[src/rtl/ex_mem_reg_pkg.sv]
// rtl/ex_mem_reg_pkg.sv - shared pipeline constants and slot-update decode for EX/MEM
package ex_mem_reg_pkg;

    localparam int REG_BUS_W        = 32;
    localparam int REG_ADDR_BUS_W   = 5;
    localparam int ALU_OP_BUS_W     = 8;
    localparam int DOUBLE_REG_BUS_W = 64;
    localparam int STALL_W          = 6;
    localparam int EX_STALL_BIT     = 3;
    localparam int MEM_STALL_BIT    = 4;

    localparam logic                      RST_ENABLE   = 1'b1;
    localparam logic                      STOP         = 1'b1;
    localparam logic                      NO_STOP      = 1'b0;
    localparam logic [REG_BUS_W-1:0]      ZERO_WORD    = '0;
    localparam logic [REG_ADDR_BUS_W-1:0] NOP_REG_ADDR = '0;
    localparam logic [ALU_OP_BUS_W-1:0]   EXE_NOP_OP   = 8'h00;

    typedef enum logic [1:0] {
        SLOT_BUBBLE,
        SLOT_HOLD,
        SLOT_CAPTURE,
        SLOT_ADVANCE
    } slot_act_e;

    // Flush beats a memory stall; a memory stall beats an execute stall.
    function automatic slot_act_e slot_action(input logic flush, input logic mem_stall,
                                              input logic ex_stall);
        if (flush)
            return SLOT_BUBBLE;
        else if (mem_stall == STOP)
            return SLOT_HOLD;
        else if (ex_stall == STOP)
            return SLOT_CAPTURE;
        else
            return SLOT_ADVANCE;
    endfunction

endpackage

[src/rtl/ex_mem_reg.sv]
// rtl/ex_mem_reg.sv - execute-to-memory pipeline register with multi-cycle intermediate hold
module ex_mem_reg
    import ex_mem_reg_pkg::*;
#(
    parameter int DATA_W        = REG_BUS_W,
    parameter int REG_ADDR_W    = REG_ADDR_BUS_W,
    parameter int ALUOP_W       = ALU_OP_BUS_W,
    parameter int STALL_W_P     = STALL_W,
    parameter int EX_STALL_IDX  = EX_STALL_BIT,
    parameter int MEM_STALL_IDX = MEM_STALL_BIT
) (
    input  logic                  clk,
    input  logic                  rst,
    input  logic [STALL_W_P-1:0]  stall,
    input  logic                  flush,
    input  logic [REG_ADDR_W-1:0] ex_wd,
    input  logic                  ex_wreg,
    input  logic [DATA_W-1:0]     ex_wdata,
    input  logic [DATA_W-1:0]     ex_hi,
    input  logic [DATA_W-1:0]     ex_lo,
    input  logic                  ex_whilo,
    input  logic [ALUOP_W-1:0]    ex_aluop,
    input  logic [DATA_W-1:0]     ex_mem_addr,
    input  logic [DATA_W-1:0]     ex_reg2,
    input  logic [2*DATA_W-1:0]   hilo_i,
    input  logic [1:0]            cnt_i,
    output logic [REG_ADDR_W-1:0] mem_wd,
    output logic                  mem_wreg,
    output logic [DATA_W-1:0]     mem_wdata,
    output logic [DATA_W-1:0]     mem_hi,
    output logic [DATA_W-1:0]     mem_lo,
    output logic                  mem_whilo,
    output logic [ALUOP_W-1:0]    mem_aluop,
    output logic [DATA_W-1:0]     mem_mem_addr,
    output logic [DATA_W-1:0]     mem_reg2,
    output logic [2*DATA_W-1:0]   hilo_o,
    output logic [1:0]            cnt_o
);

    logic [REG_ADDR_W-1:0] wd_d, wd_q;
    logic                  wreg_d, wreg_q;
    logic [DATA_W-1:0]     wdata_d, wdata_q;
    logic [DATA_W-1:0]     hi_d, hi_q;
    logic [DATA_W-1:0]     lo_d, lo_q;
    logic                  whilo_d, whilo_q;
    logic [ALUOP_W-1:0]    aluop_d, aluop_q;
    logic [DATA_W-1:0]     addr_d, addr_q;
    logic [DATA_W-1:0]     reg2_d, reg2_q;
    logic [2*DATA_W-1:0]   hilo_d, hilo_q;
    logic [1:0]            cnt_d, cnt_q;

    slot_act_e act;
    logic      unused_stall_bits;

    assign unused_stall_bits = ^stall;
    assign act = slot_action(flush, stall[MEM_STALL_IDX], stall[EX_STALL_IDX]);

    always_comb begin
        wd_d    = wd_q;
        wreg_d  = wreg_q;
        wdata_d = wdata_q;
        hi_d    = hi_q;
        lo_d    = lo_q;
        whilo_d = whilo_q;
        aluop_d = aluop_q;
        addr_d  = addr_q;
        reg2_d  = reg2_q;
        hilo_d  = hilo_q;
        cnt_d   = cnt_q;
        if (act == SLOT_BUBBLE || act == SLOT_CAPTURE) begin
            wd_d    = '0;
            wreg_d  = 1'b0;
            wdata_d = '0;
            hi_d    = '0;
            lo_d    = '0;
            whilo_d = 1'b0;
            aluop_d = '0;
            addr_d  = '0;
            reg2_d  = '0;
        end else if (act == SLOT_ADVANCE) begin
            wd_d    = ex_wd;
            wreg_d  = ex_wreg;
            wdata_d = ex_wdata;
            hi_d    = ex_hi;
            lo_d    = ex_lo;
            whilo_d = ex_whilo;
            aluop_d = ex_aluop;
            addr_d  = ex_mem_addr;
            reg2_d  = ex_reg2;
        end
        // The intermediate survives only while execute is stalled on its own.
        if (act == SLOT_CAPTURE) begin
            hilo_d = hilo_i;
            cnt_d  = cnt_i;
        end else if (act != SLOT_HOLD) begin
            hilo_d = '0;
            cnt_d  = 2'd0;
        end
    end

    always_ff @(posedge clk) begin
        if (rst == RST_ENABLE) begin
            wd_q    <= '0;
            wreg_q  <= 1'b0;
            wdata_q <= '0;
            hi_q    <= '0;
            lo_q    <= '0;
            whilo_q <= 1'b0;
            aluop_q <= '0;
            addr_q  <= '0;
            reg2_q  <= '0;
            hilo_q  <= '0;
            cnt_q   <= 2'd0;
        end else begin
            wd_q    <= wd_d;
            wreg_q  <= wreg_d;
            wdata_q <= wdata_d;
            hi_q    <= hi_d;
            lo_q    <= lo_d;
            whilo_q <= whilo_d;
            aluop_q <= aluop_d;
            addr_q  <= addr_d;
            reg2_q  <= reg2_d;
            hilo_q  <= hilo_d;
            cnt_q   <= cnt_d;
        end
    end

    assign mem_wd       = wd_q;
    assign mem_wreg     = wreg_q;
    assign mem_wdata    = wdata_q;
    assign mem_hi       = hi_q;
    assign mem_lo       = lo_q;
    assign mem_whilo    = whilo_q;
    assign mem_aluop    = aluop_q;
    assign mem_mem_addr = addr_q;
    assign mem_reg2     = reg2_q;
    assign hilo_o       = hilo_q;
    assign cnt_o        = cnt_q;

endmodule

[config.mk]
export PLATFORM = sky130hd
export DESIGN_NAME = ex_mem_reg
export DESIGN_NICKNAME = d
export VERILOG_FILES = /design/src/rtl/ex_mem_reg_pkg.sv /design/src/rtl/ex_mem_reg.sv
export SDC_FILE = /design/constraint.sdc
export NUM_CORES = 1
export LEC_CHECK = 0
export BUFFER_PORTS_ARGS = -buffer_cell sky130_fd_sc_hd__buf_2
export CAP_MARGIN = 20
export CORE_AREA = 2 2 193 195
export DETAILED_ROUTE_END_ITERATION = 8
export DIE_AREA = 0 0 195 197
export GPL_ROUTABILITY_DRIVEN = 0
export MAX_ROUTING_LAYER = met4
export PLACE_DENSITY = 0.61
export SYNTH_ARGS = -nofsm -noshare
export SYNTH_HDL_FRONTEND = slang
export SYNTH_SLANG_ARGS = --single-unit
[constraint.sdc]
create_clock -name clk -period 3.7 [get_ports clk]
set_clock_uncertainty 0.2 [all_clocks]
set_input_delay 0.185 -clock clk [delete_from_list [all_inputs] [get_ports clk]]
set_output_delay 0.185 -clock clk [all_outputs]
set_load 0.05 [all_outputs]
# --- After elaboration in Yosys (flattened, before gate mapping) ---
# Cells that the tools add are included.
word_totals:
  out_inout_bits: 241
  input_bits: 250
  register_bits: 241
  elab_cells: 25
classes:
  muxes: 7
  eq_ne: 3
  n_reduce_logical: 4
ops:
  columns: ["op", "count"]
  rows:
  - ["two-way mux 64 bit", 2]
  - ["two-way mux 2 bit", 4]
  - ["== test 2 bit (second input constant)", 2]
  - ["zero test 2 bit", 1]
  - ["inequality test 2 x 1 -> 1 bit (second input constant)", 1]
  - ["nonzero test 2 bit", 1]
  - ["OR reduction 2 bit", 1]
  - ["logical OR 1 bit", 1]
  - ["two-way mux 1 bit", 1]

# --- Logic depth before layout (Yosys ltp) ---
depth:
  depth_word: 6
  depth_mapped: 5
  mapped_depth_nobuf: 2

# --- Least setup slack after synthesis ---
# Ideal clock, no wire load.
synth_path:
  kind: "input to register"
  from: "input flush"
  to: "register aluop_q[2] (netlist: mem_aluop[2])"
  stages: 5
  t_required_ns: 3.430
  path_buffers: 3
  arrival_time_ns: 1.018
  setup_slack_ns: 2.412
  setup_time_ns: 0.070
  path_cell_list: "or2_2 -> buf_2 -> buf_6 -> clkbuf_1 -> a21oi_1"
synth_via:
  elab_chain_len: 4
  word_cells_on_any_way: 6
  classes_between: "2 x eq/ne; 1 x mux; 3 x reduce/logical"
synth_rtl:
  columns: ["element", "line", "source"]
  rows:
  - ["start, declared", "ex_mem_reg.sv:15", "input logic flush,"]
  - ["two-way mux 2 bit *", "ex_mem_reg_pkg.sv:29", "if (flush)"]
  - ["== test 2 bit or zero test 2 bit (tied branches)", "ex_mem_reg.sv:70", "if (act == SLOT_BUBBLE || act == SLOT_CAPTURE) begin"]
  - ["logical OR 1 bit", "ex_mem_reg.sv:70", null]
  - ["OR reduction 2 bit (no line)", null, null]
  - ["end signal, assigned", "ex_mem_reg.sv:121", "aluop_q <= aluop_d;"]
  - ["end, declared", "ex_mem_reg.sv:46", "logic [ALUOP_W-1:0] aluop_d, aluop_q;"]
# Mark *: on every way between the ends. The rest lies on a longest branch, timed or not.
# A chain may end at the register's enable or synchronous reset.

# --- Worst setup path after layout ---
layout_path:
  from: "input stall[3]"
  to: "register hilo_q[51] (netlist: hilo_o[51])"
layout_via:
  elab_chain_len: 5
  word_cells_on_any_way: 7
  classes_between: "2 x eq/ne; 4 x mux; 1 x reduce/logical"
layout_rtl:
  columns: ["element", "line", "source"]
  rows:
  - ["start, declared", "ex_mem_reg.sv:14", "input logic [STALL_W_P-1:0] stall,"]
  - ["two-way mux 1 bit *", "ex_mem_reg_pkg.sv:33", "else if (ex_stall == STOP)"]
  - ["two-way mux 2 bit *", "ex_mem_reg_pkg.sv:31", "else if (mem_stall == STOP)"]
  - ["two-way mux 2 bit *", "ex_mem_reg_pkg.sv:29", null]
  - ["== test 2 bit or inequality test 2 x 1 -> 1 bit (tied branches)", "ex_mem_reg.sv:92, ex_mem_reg.sv:95", null]
  - ["two-way mux 64 bit or nonzero test 2 bit (tied branches)", null, null]
  - ["end signal, assigned", "ex_mem_reg.sv:124", "hilo_q <= hilo_d;"]
  - ["end, declared", "ex_mem_reg.sv:49", "logic [2*DATA_W-1:0] hilo_d, hilo_q;"]
# Marked as above.

==> run metrics <==
outcome=completed; crit-path max FO=120; Initial Util=26.3%; routed via count=10,500; post-DR vias/cell=4.57; period utilization=52.6%; category of the most critical setup path=in2reg; Detail Route Antenna Nets=0; final setup TNS=0 ps; syn nets=1,321; WP buf/inv=3; post-CTS sizing=0; first-pass GRT wire length=54,500 um; largest net degree at the start of global routing=134; wire per inst=15.1 um; root buf cell=clkbuf_16; worst-skew pair later-pin latency=530 ps; I/O pins=491; CP max-delay cell=dlygate4sd3_1; HPWL after DPL=20,600 um; Distinct cells, synth=12; Yosys reg bits=241; total track usage=17.7%; top cell type's share of synthesized area=50.5%; area growth from synthesis to layout=68.3%; CTS clk-pin slew, worst paths=60 ps; number of antenna violations at the first check in global routing=1; max-slew violations=0; Max Clock Freq=514 MHz; CP Cell Sequence=buf_6, buf_4, nand3b_1, a21oi_1, dlygate4sd3_1; Slew headroom=38.2%; vias in the first global route=10,900; PwrDens=388 nW/um^2; CTS Buffer Depth=3; required time worst endpoint=3970 ps; sequential fraction of the synthesis area=50.5%; Final Util=44.4%; # DRC=0; max cap viols=0; core area=36,300 um^2; post-synth top area cell=dfxtp_1; Final WS setup=1750 ps; FP Rows=70; Final #Nets=2,047; Die Y=197 um; Post-synth ARST share=0%; DP Worst Slack=1790 ps; worst slew pin tran=927 ps; layout cell share with drive strength beyond 1=31.7%; most frequent cells after synthesis=241 x a21oi_1, 241 x dfxtp_1, 241 x nand2_1; H-tree levels=1; CTS Sinks=241; grt total ovfl=0; Leakage=7.08 nW; Detailed Route WL=34,500 um; Die Area=38,400 um^2; Setup-failing EPs final=0; top cells by area, synth=dfxtp_1 50%, or3b_1 14%, a21oi_1 13%; hold crit path type=in2reg; CTS tree=done; Pwr Total=6.25 mW; VDD IR-drop max=0.346 mV; CTS Buf Count=27; Fin. Hold Viols=0; crit end category=flop; mean area per synthesized cell=8.92 um^2; detailed-router iteration count before antenna repair=7; Mapped Cells=1,071; minimum clock period=1950 ps; CP delay by family, top=buffers and inverters; unrepaired setup endpoints after global routing=no; CP max stage delay=580 ps; CP Launch Type=input port; DR iter-0 viols=461; mapped cell area=9550 um^2; ys flop type=dfxtp_1; port bufs=486; EDFF count, synth=0; data arrival time of the critical path=2220 ps; Die X=195 um; Ys Warns=0
[cell families after synthesis]
group / synth area share (%)
buffers and inverters: 6.12
DFF: 50.5
AOI/OAI and AO/OA: 12.6
and+or+nand+nor: 30.8
[sequential cells by signal (all words and copies together) (netlist names)]
name and count:
mem_lo 32, mem_mem_addr 32, mem_wd 5, mem_aluop 8
mem_wdata 32, mem_reg2 32, cnt_o 2, mem_wreg 1
mem_whilo 1, hilo_o 64, mem_hi 32
[placed cells by master (no fill, tap or decap), drive strengths merged]
master       netlist  routed
a21oi            241     241
buf               60     503
bufinv             0       2
clkbuf            46      33
clkinv             0      13
dfxtp            241     241
diode              0       1
dlygate4sd3        0     300
inv                0       2
nand2            241     241
nand3b            66      66
or2                1       1
or3b             175     175
[per-layer routing]
metal / global-route usage (%) / part of all wire (%) / routed length (um)
met4: 9.33 / 4.7 / 1620
met3: 3.70 / 6.7 / 2300
met2: 30.0 / 48 / 16700
met1: 19.8 / 40 / 13900
met5: - / 0 / 0
[worst register-to-register path: stages, from the launching register on]
cell and delay, ps:
dfxtp_1 340, nand2_1 50, a21oi_1 150, dlygate4sd3_1 600
[per-stage QoR]
stage                     cell area, um^2  hold WS (ps)  instances
after global routing                16100          45.3       2287
after floorplan                      9550           149       1071
after global placement              12200           235       1936
after CTS                           16100          1.09       2286
after detailed placement            12200           240       1936
final                               16100          23.2       2287
[power breakdown]
part	internal, mW	switching (mW)
clock	1.55	1.11
sequential	2.65	0.0257
combinational	0.420	0.491
[worst paths after layout]
check | startpoint | slack (ps) | to | cells past startpoint
setup / recovery | stall[3] | 1750 | hilo_o[51] | 5
hold / removal | stall[4] | 20 | hilo_o[58] | 3
setup reg to reg | mem_hi[14] | 2290 | mem_hi[14] | 3
hold reg to reg | mem_aluop[7] | 250 | mem_aluop[7] | 2
[repair_timing]
action                                 4_1_cts  5_1_grt
setup buffers                                0        0
endpoints found under the hold margin      241        0
hold buffers                               300        0
[cell type report]
type                    count  area (um^2)
fillers                  3340        20200
repair buffers            803         5640
flip-flops and latches    241         4820
multi-input cells         724         4150
clock buffers              33          728
well taps                 468          586
clock inverters            17          153
diodes                      1         2.50
No activity file was read; power rests on OpenSTA's default activity.
